File: config.mk
export PLATFORM = sky130hd
export DESIGN_NAME = afifo_rd_stream_ctrl_flat
export DESIGN_NICKNAME = d
export VERILOG_FILES = /design/src/rtl/afifo_rd_stream_ctrl_if.sv /design/src/rtl/afifo_rd_stream_ctrl.sv /design/src/flat_wrapper.sv
export SDC_FILE = /design/constraint.sdc
export NUM_CORES = 1
export LEC_CHECK = 0
export CAP_MARGIN = 20
export CORE_MARGIN = 3
export CORE_UTILIZATION = 27
export CTS_CLUSTER_SIZE = 28
export DETAILED_ROUTE_END_ITERATION = 8
export GPL_TIMING_DRIVEN = 0
export PLACE_DENSITY = 0.56
export SKIP_CTS_REPAIR_TIMING = 1
export SLEW_MARGIN = 10
export SYNTH_ARGS = -nofsm -noshare
export SYNTH_HDL_FRONTEND = slang
export SYNTH_SLANG_ARGS = --single-unit
File: constraint.sdc
create_clock -name clk -period 8.4 [get_ports clk]
set_clock_uncertainty 0.2 [all_clocks]
set_input_delay 0.84 -clock clk [delete_from_list [all_inputs] [get_ports clk]]
set_output_delay 0.84 -clock clk [all_outputs]
set_load 0.02 [all_outputs]
File: src/rtl/afifo_rd_stream_ctrl_if.sv
// Bundles the control, FIFO-read and output-stream signals of the read-stream controller.
// The master modport is the controller's view; the slave modport is the environment's
// view: the command source, the FIFO read port and the stream consumer.
interface afifo_rd_stream_ctrl_if #(
    parameter int unsigned DATA_WIDTH = 32,
    parameter int unsigned CNT_WIDTH  = 16
);
    logic                  start;
    logic [CNT_WIDTH-1:0]  cfg_len;
    logic                  busy;
    logic                  done;
    logic                  fifo_rd_en;
    logic [DATA_WIDTH-1:0] fifo_rd_data;
    logic                  fifo_rd_empty;
    logic                  m_valid;
    logic                  m_ready;
    logic [DATA_WIDTH-1:0] m_data;
    logic                  m_last;
    logic [CNT_WIDTH-1:0]  words_out;

    modport master (
        input  start, cfg_len, fifo_rd_data, fifo_rd_empty, m_ready,
        output busy, done, fifo_rd_en, m_valid, m_data, m_last, words_out
    );

    modport slave (
        output start, cfg_len, fifo_rd_data, fifo_rd_empty, m_ready,
        input  busy, done, fifo_rd_en, m_valid, m_data, m_last, words_out
    );
endinterface

File: src/rtl/afifo_rd_stream_ctrl.sv
// Read-side frame controller for the async FIFO. It drains cfg_len words per start command
// and presents them as a valid/ready stream. The FIFO's one-cycle read latency is absorbed
// by a 2-entry skid buffer. A read is only issued when the buffer is guaranteed to have
// room for the returning word, so backpressure never drops or repeats data.
module afifo_rd_stream_ctrl #(
    parameter int unsigned DATA_WIDTH = 32,
    parameter int unsigned CNT_WIDTH  = 16
) (
    input  logic                   clk,
    input  logic                   rst_n,
    afifo_rd_stream_ctrl_if.master bus
);

    typedef enum logic [1:0] {StIdle, StRun, StDrain, StDone} state_e;

    state_e                state_q;
    logic [CNT_WIDTH-1:0]  len_q;
    logic [CNT_WIDTH-1:0]  issued_q;
    logic [CNT_WIDTH-1:0]  words_out_q;
    logic                  busy_q;
    logic                  done_q;

    // Skid buffer: two slots, head pointer and occupancy; infl_q marks a read in flight.
    logic [DATA_WIDTH-1:0] mem_q [2];
    logic                  head_q;
    logic [1:0]            occ_q;
    logic [1:0]            occ_d;
    logic                  infl_q;

    logic                  pop;
    logic                  push;
    logic                  tail;
    logic                  room;
    logic                  rd_en;
    logic                  start_ok;
    logic                  last_hs;
    logic [CNT_WIDTH-1:0]  len_m1;
    logic [CNT_WIDTH-1:0]  issued_inc;

    // Handshake, read-issue and capacity decisions for the current cycle.
    always_comb begin
        pop        = (occ_q != 2'd0) & bus.m_ready;
        push       = infl_q;
        // For occupancy 0, 1 and 2 (2 only with a pop) the free slot is head ^ occ[0].
        tail       = head_q ^ occ_q[0];
        occ_d      = occ_q + 2'(push) - 2'(pop);
        // Count the word already in flight so a newly issued read always has a slot.
        room       = (({1'b0, occ_q} + 3'(infl_q) - 3'(pop)) < 3'd2);
        issued_inc = issued_q + CNT_WIDTH'(1);
        len_m1     = len_q - CNT_WIDTH'(1);
        rd_en      = (state_q == StRun) & ~bus.fifo_rd_empty & (issued_q < len_q) & room;
        start_ok   = (state_q == StIdle) & bus.start & (bus.cfg_len != '0);
        last_hs    = pop & (words_out_q == len_m1);
    end

    // Skid buffer storage: returning read data is written at the tail, the head is popped.
    always_ff @(posedge clk or negedge rst_n) begin
        if (!rst_n) begin
            mem_q[0] <= '0;
            mem_q[1] <= '0;
            head_q   <= 1'b0;
            occ_q    <= 2'd0;
            infl_q   <= 1'b0;
        end else begin
            if (push) begin
                mem_q[tail] <= bus.fifo_rd_data;
            end
            if (pop) begin
                head_q <= ~head_q;
            end
            occ_q  <= occ_d;
            infl_q <= rd_en;
        end
    end

    // Frame FSM with counters and registered busy/done.
    always_ff @(posedge clk or negedge rst_n) begin
        if (!rst_n) begin
            state_q     <= StIdle;
            len_q       <= '0;
            issued_q    <= '0;
            words_out_q <= '0;
            busy_q      <= 1'b0;
            done_q      <= 1'b0;
        end else begin
            done_q <= 1'b0;
            if (pop && (words_out_q != len_q)) begin
                words_out_q <= words_out_q + CNT_WIDTH'(1);
            end
            if (rd_en) begin
                issued_q <= issued_inc;
            end
            case (state_q)
                StIdle: begin
                    if (start_ok) begin
                        len_q       <= bus.cfg_len;
                        issued_q    <= '0;
                        words_out_q <= '0;
                        busy_q      <= 1'b1;
                        state_q     <= StRun;
                    end
                end
                StRun: begin
                    if (rd_en && (issued_inc == len_q)) begin
                        state_q <= StDrain;
                    end
                end
                StDrain: begin
                    if (last_hs) begin
                        done_q  <= 1'b1;
                        state_q <= StDone;
                    end
                end
                StDone: begin
                    busy_q  <= 1'b0;
                    state_q <= StIdle;
                end
                default: state_q <= StIdle;
            endcase
        end
    end

    // Output drive: stream from the skid head, status from registers.
    always_comb begin
        bus.fifo_rd_en = rd_en;
        bus.m_valid    = (occ_q != 2'd0);
        bus.m_data     = mem_q[head_q];
        bus.m_last     = (occ_q != 2'd0) & (words_out_q == len_m1);
        bus.busy       = busy_q;
        bus.done       = done_q;
        bus.words_out  = words_out_q;
    end

endmodule

File: src/flat_wrapper.sv
// flat-port wrapper written by rule: the top's interface ports become plain ports
module afifo_rd_stream_ctrl_flat 
#(
    parameter int unsigned DATA_WIDTH = 32,
    parameter int unsigned CNT_WIDTH  = 16
)
  (clk, rst_n, bus_start, bus_cfg_len, bus_fifo_rd_data, bus_fifo_rd_empty, bus_m_ready, bus_busy, bus_done, bus_fifo_rd_en, bus_m_valid, bus_m_data, bus_m_last, bus_words_out);
  afifo_rd_stream_ctrl_if #(.DATA_WIDTH(DATA_WIDTH), .CNT_WIDTH(CNT_WIDTH)) bus_i ();
  input  logic clk;
  input  logic rst_n;
  input wire logic [$bits(bus_i.start)-1:0] bus_start;
  input wire logic [$bits(bus_i.cfg_len)-1:0] bus_cfg_len;
  input wire logic [$bits(bus_i.fifo_rd_data)-1:0] bus_fifo_rd_data;
  input wire logic [$bits(bus_i.fifo_rd_empty)-1:0] bus_fifo_rd_empty;
  input wire logic [$bits(bus_i.m_ready)-1:0] bus_m_ready;
  output wire logic [$bits(bus_i.busy)-1:0] bus_busy;
  output wire logic [$bits(bus_i.done)-1:0] bus_done;
  output wire logic [$bits(bus_i.fifo_rd_en)-1:0] bus_fifo_rd_en;
  output wire logic [$bits(bus_i.m_valid)-1:0] bus_m_valid;
  output wire logic [$bits(bus_i.m_data)-1:0] bus_m_data;
  output wire logic [$bits(bus_i.m_last)-1:0] bus_m_last;
  output wire logic [$bits(bus_i.words_out)-1:0] bus_words_out;
  assign bus_i.start = bus_start;
  assign bus_i.cfg_len = bus_cfg_len;
  assign bus_i.fifo_rd_data = bus_fifo_rd_data;
  assign bus_i.fifo_rd_empty = bus_fifo_rd_empty;
  assign bus_i.m_ready = bus_m_ready;
  assign bus_busy = bus_i.busy;
  assign bus_done = bus_i.done;
  assign bus_fifo_rd_en = bus_i.fifo_rd_en;
  assign bus_m_valid = bus_i.m_valid;
  assign bus_m_data = bus_i.m_data;
  assign bus_m_last = bus_i.m_last;
  assign bus_words_out = bus_i.words_out;
  afifo_rd_stream_ctrl #(.DATA_WIDTH(DATA_WIDTH), .CNT_WIDTH(CNT_WIDTH)) u_core (.clk(clk), .rst_n(rst_n), .bus(bus_i));
endmodule
After elaboration in Yosys (flattened, before gate mapping)
Index checks and enable logic that the tools add are counted.
- flip-flop bits (word level): 120
- latch bits: 0
- memory bits (writable): 0
- ROM bits: 0
- input bits: 53
- output and inout port bits: 53
- logic and storage cells: 75
- memories kept: 0
- add/subtract/negate cells: 7
- multipliers: 0
- div/mod/pow operators: 0
- magnitude comparators: 5
- eq/ne operators: 9
- shift operators: 0
- mux-type cells: 20
- bitwise logic cells: 13
- reductions and logical operators: 10
- operators with widths (kind ; count):
    32-bit 2-to-1 mux ; 4
    16-bit 2-to-1 mux ; 6
    64-bit bitwise mux ; 1
    16-bit by 1-bit adder with 16-bit output (second input constant) ; 2
    32-bit demux with 1-bit select ; 1
    16-bit == test ; 2
    16-bit less-than comparator ; 1
    16-bit != test ; 1
    16-bit nonzero test ; 1
    16-bit by 1-bit subtractor with 16-bit output (second input constant) ; 1
    1-bit AND ; 8
    2-bit case mux with 4 select lines ; 1
    2-bit 2-to-1 mux ; 3
    2-bit == test (second input constant) ; 2
    2-bit >= comparator (second input constant) ; 2
    2-bit by 1-bit != test with 1-bit output (second input constant) ; 2
    1-bit inverter with 2-bit output ; 2
    2-bit AND reduction ; 2
    2-bit nonzero test ; 2
    2-bit by 1-bit adder with 3-bit output ; 1
    1-bit logical AND ; 3
    3-bit by 2-bit less-than comparator with 1-bit output (second input constant) ; 1
    1-bit 2-to-1 mux ; 3
    3-bit AND reduction ; 1
    other kinds (10) ; 11

Depth between registers and ports, before layout
- depth in word-level cells: 8
- depth in mapped cells: 16
- gate-level depth less buffers: 16

Worst setup path after synthesis
Ideal clock, no wire load.
- path kind: input-to-reg
- start point: input port bus_m_ready
- end point: register u_core.state_q[1]
- setup time: 0.128 ns
- arrival: 4.187 ns
- data required time: 8.072 ns
- setup slack: 3.886 ns
- cell stages on the path: 14
- path buffers: 0
- cell sequence: nand2_1 > inv_1 > ha_1 > inv_1 > ha_1 > fa_1 > or4b_2 > a2111oi_0 > o311ai_1 > inv_1 > o2111ai_1 > o22ai_2 > a21boi_2 > mux2_1
- longest elaborated chain between the ends: 7
- elaborated cells on any way between the ends: 9
- those cells by class: 1 x add/sub; 1 x order compare; 2 x eq/ne; 3 x bitwise; 2 x reduce/logical
- ends and longest elaborated chain (item ; RTL line ; text):
    from (decl) ; flat_wrapper.sv:15 ; input wire logic [$bits(bus_i.m_ready)-1:0] bus_m_ready;
    1-bit AND ; afifo_rd_stream_ctrl.sv:42 ; pop = (occ_q != 2'd0) & bus.m_ready;
    via u_core.pop ; afifo_rd_stream_ctrl.sv:30 ; logic pop;
    3-bit by 1-bit subtractor with 3-bit output ; afifo_rd_stream_ctrl.sv:48 ; room = (({1'b0, occ_q} + 3'(infl_q) - 3'(pop)) < 3'd2);
    3-bit by 2-bit less-than comparator with 1-bit output ; afifo_rd_stream_ctrl.sv:48 ;
    1-bit AND ; afifo_rd_stream_ctrl.sv:51 ; rd_en = (state_q == StRun) & ~bus.fifo_rd_empty & (issued_q < len_q) & room;
    via bus_fifo_rd_en ; flat_wrapper.sv:18 ; output wire logic [$bits(bus_i.fifo_rd_en)-1:0] bus_fifo_rd_en;
    1-bit logical AND ; afifo_rd_stream_ctrl.sv:104 ; if (rd_en && (issued_inc == len_q)) begin
    2-bit != test (no source line) ; n/a ;
    3-bit AND reduction (no source line) ; n/a ;
    to (signal assigned) ; afifo_rd_stream_ctrl.sv:100 ; state_q <= StRun;
    to (signal assigned) ; afifo_rd_stream_ctrl.sv:105 ; state_q <= StDrain;
    to (signal assigned) ; afifo_rd_stream_ctrl.sv:111 ; state_q <= StDone;
    to (decl) ; afifo_rd_stream_ctrl.sv:16 ; state_e state_q;
The timed path passes the listed nets, and every way through them passes these cells.
A chain may end at the register's enable or synchronous reset.

Worst setup path in the final report
- start point: input port bus_m_ready
- end point: output port bus_fifo_rd_en
- longest elaborated chain between the ends: 4
- ends and longest elaborated chain (item ; RTL line):
    1-bit AND ; afifo_rd_stream_ctrl.sv:42
    via u_core.pop ; afifo_rd_stream_ctrl.sv:30
    3-bit by 1-bit subtractor with 3-bit output ; afifo_rd_stream_ctrl.sv:48
    3-bit by 2-bit less-than comparator with 1-bit output ; afifo_rd_stream_ctrl.sv:48
    1-bit AND ; afifo_rd_stream_ctrl.sv:51
    to (decl) ; flat_wrapper.sv:18
The timed path passes the listed nets, and every way through them passes these cells.

==> run_results.csv <==
group,metric,value,unit
global_route,use_met3,2.85,%
cells_and_area,areaGrowthSynthToFinish,31.0,%
route,via_per_inst,4.70,
synthesis,synth_common_cells,"dfrtp_1, mux2_2, nand2_1",
synthesis,synth.avg_cell_area,10.5,um2
cells_and_area,stdcell_count,1103,
worst_setup_path,cp_slowest_cell,"clkdlybuf4s50_1",
floorplanning,initial_core_util,27.6,%
worst_setup_path,endpoint_kind,"primary output",
sta,fin_crit_sh,73.1,%
status,status,"complete, no violations",
clock_network,cts_root_buf,"clkbuf_16",
route,drt_iter0_drc,294,
synthesis,syn_area,6750,um2
route,wl_per_cell,16.0,um
global_route,grt.busiest_layer,"met2",
sta,relSlewSlack,50.3,%
place,io_buffers,105,
power_and_ir_drop,powerDensity,359,nW/um2
synthesis,async_flop_share,100,%
cells_and_area,n_antenna_cell,0,
power_and_ir_drop,power.switching,1.19,mW
min_path,hold_path_class,"input port to async pin",
synthesis,synthCells,640,
cells_and_area,final_util,36.2,%
clock_network,cts_tree,"built",
power_and_ir_drop,ir_worst_vdd,0.154,mV
synthesis,synth_edf_count,0,
sta,tns,0,ns
sta,setup_viol,0,
place,dpl.hpwl,13200,um
global_route,grt_pass1_vias,5339,
route,routed_wl,17700,um
power_and_ir_drop,p_int,1.98,mW
sta,max_freq,0.163,GHz
worst_setup_path,cp_top_family,"buffers and inverters",
floorplanning,num_rows,57,
synthesis,synth_nets,720,
worst_setup_path,critPathMaxStageDelay,0.67,ns
sta,slew_viol_final,0,
cells_and_area,drive_gt1_share,19.0,%
cells_and_area,multi_input_area,3490,um2
place,place_congestion,0.850,
power_and_ir_drop,clockPowerShare,24.0,%
route,vias,5179,
power_and_ir_drop,switching_share,37.5,%
synthesis,ys_types,59,
synthesis,yosysSeqAreaShare,44.5,%
power_and_ir_drop,p_comb_share,46.1,%
worst_setup_path,cp_cell_sequence,"clkdlybuf4s50_1 -> nand2_1 -> inv_1 -> ha_1 -> inv_1 -> ha_1 -> fa_1 -> or4b_2 -> a2111oi_0 -> o311ai_1 -> buf_2 -> inv_1 -> clkdlybuf4s50_1",
synthesis,synth-seq-cells,120,
worst_setup_path,critPathBufInv,6,
floorplanning,io_pins,106,
cells_and_area,seq_area,3000,um2
global_route,grt_pass1_wl,28700,um
global_route,grtUsageMet1,17.7,%
clock_network,cts.htree.levels,4,
sta,hold_violations,0,
place,placedCellCount,1071,
clock_network,cts.sinks,120,
global_route,grt_max_degree,88,
global_route,track_usage,13.6,%
power_and_ir_drop,seqPwrFrac,29.9,%
route,dr.pass1.iters,5,
floorplanning,coreArea,24500,um2
sta,rsz0062_at_grt,"false",
worst_setup_path,crit_type,"input port to primary output",
worst_setup_path,arrival,5.10,ns
global_route,grt_use_met2,22.6,%
synthesis,yosysMostFrequentCell,"dfrtp_1",
worst_setup_path,worst-path-max-fanout,8,
synthesis,ys.flop_type,"dfrtp_1",
clock_network,path_clk_slew,0.06,ns
power_and_ir_drop,leakage,3.55,nW
synthesis,synthTopCellsByArea,"dfrtp_1, mux2_2, xnor2_1",
cells_and_area,n_fill_cell,2449,
sta,worst_pin_slew,0.746,ns
route,drtAntennaViolNets,0,
route,drc,0,
synthesis,ys_warn_count,0,
floorplanning,die-height,164,um
global_route,antenna_found_initial,0,
clock_network,insertion_delay,0.42,ns
clock_network,numCtsBuffers,17,
sta,fin_crit,6.14,ns
synthesis,synth_top_area_share,44.5,%
floorplanning,dieArea,26900,um2
worst_setup_path,critPathRequiredTime,7.36,ns
cells_and_area,final_nets,846,
job,cap_violations,0,
synthesis,synth_top_area_cell,"dfrtp_1",
global_route,overflow,0,
worst_setup_path,crit_top_cell,"inv_1",
floorplanning,dieWidth,164,um
worst_setup_path,cp-start-kind,"input port",
clock_network,clock_tree.buffer_depth,2,
[state kept, by name (all words and copies together), names as in the netlist]
name,flops
u_core.mem_q,64
u_core.bus.busy,1
u_core.head_q,1
u_core.bus.done,1
u_core.bus.words_out,16
u_core.state_q,2
u_core.infl_q,1
u_core.len_q,16
u_core.occ_q,2
u_core.issued_q,16
[metrics by stage]
stage / setup slack, ns / power, mW / cell area [um2] / hold WS (ns)
2_1_floorplan: 3.89 / 1.89 / 6750 / 0.274
3_3_place_gp: 1.39 / 2.42 / 8210 / 0.282
3_5_place_dp: 2.17 / 2.43 / 8240 / 0.287
4_1_cts: 2.16 / 3.21 / 8850 / 0.0954
5_1_grt: 2.00 / 3.40 / 8850 / 0.101
6_report: 2.26 / 3.17 / 8850 / 0.0953
[worst reg2reg max path, stage by stage (launching register included)]
cell	delay [ns]
dfrtp_1	0.40
nor2_1	0.27
inv_1	0.09
nand2_1	0.17
inv_1	0.06
ha_1	0.27
inv_1	0.04
ha_1	0.18
fa_1	0.45
or4b_2	0.64
a2111oi_0	0.51
o311ai_1	0.32
buf_2	0.25
inv_1	0.25
o2111ai_1	0.22
o22ai_2	0.21
a21boi_2	0.23
mux2_1	0.33
[layer usage]
layer	share of wire (%)	wire [um]
met4	1.5	274
met2	49	8640
met5	0	0
met3	4.1	724
met1	45	8050
[logic make-up after synthesis]
logic type | synth area share [%]
simple gates | 13.8
flops | 44.5
mux | 16.6
compound gates | 8.80
buf+inv | 3.80
xor+xnor | 7.39
fa+ha+maj | 5.11
[final timing paths]
path / cells past startpoint / from / endpoint / slack (ns)
min reg2reg: 1 / u_core.mem_q[9]$_DFFE_PN0P_ / u_core.mem_q[9]$_DFFE_PN0P_ / 0.30
max in group asynchronous: 2 / rst_n / u_core.issued_q[8]$_DFF_PN0_ / 7.15
min in group clk: 1 / u_core.mem_q[9]$_DFFE_PN0P_ / u_core.mem_q[9]$_DFFE_PN0P_ / 0.30
max: 13 / bus_m_ready / bus_fifo_rd_en / 2.26
max reg2reg: 17 / u_core.occ_q[1]$_DFF_PN0_ / u_core.state_q[1]$_DFFE_PN0P_ / 3.19
min: 1 / rst_n / u_core.mem_q[37]$_DFFE_PN0P_ / 0.1
[layout make-up]
type / instances / share of cell area [%]
Timing Repair Buffer: 107 / 12.3
Inverter: 34 / 1.44
Buffer: 33 / 1.46
Clock inverter: 15 / 2.02
Multi-Input combinational cell: 453 / 39.5
Sequential cell: 120 / 33.9
Clock buffer: 17 / 4.81
Tap cell: 324 / 4.58
[layout by cell type, fill, tap and decap left out, types with 8 or more instances in the layout]
cell / count
nand4_1: 9
xnor2_1: 41
clkbuf_16: 17
dfrtp_1: 120
nand3_1: 8
buf_1: 8
xor2_1: 16
o21ai_0: 39
a21oi_1: 20
nor2_1: 35
inv_1: 34
or3_1: 14
mux2_2: 96
clkdlybuf4s50_1: 104
nand2_1: 44
nor4_1: 16
nor3_1: 13
clkbuf_1: 21
ha_1: 26
[power by group through the flow]
| stage | registers (mW) | clock network, mW | logic (mW) |
|---|---|---|---|
| finish | 0.947 | 0.761 | 1.46 |
| global route | 0.982 | 0.809 | 1.61 |
| CTS | 0.948 | 0.782 | 1.48 |
| detailed placement | 0.958 | 0 | 1.47 |
| global placement | 0.951 | 0 | 1.47 |
| floorplan | 0.927 | 0 | 0.961 |
Power figures use the tool's default switching activity.
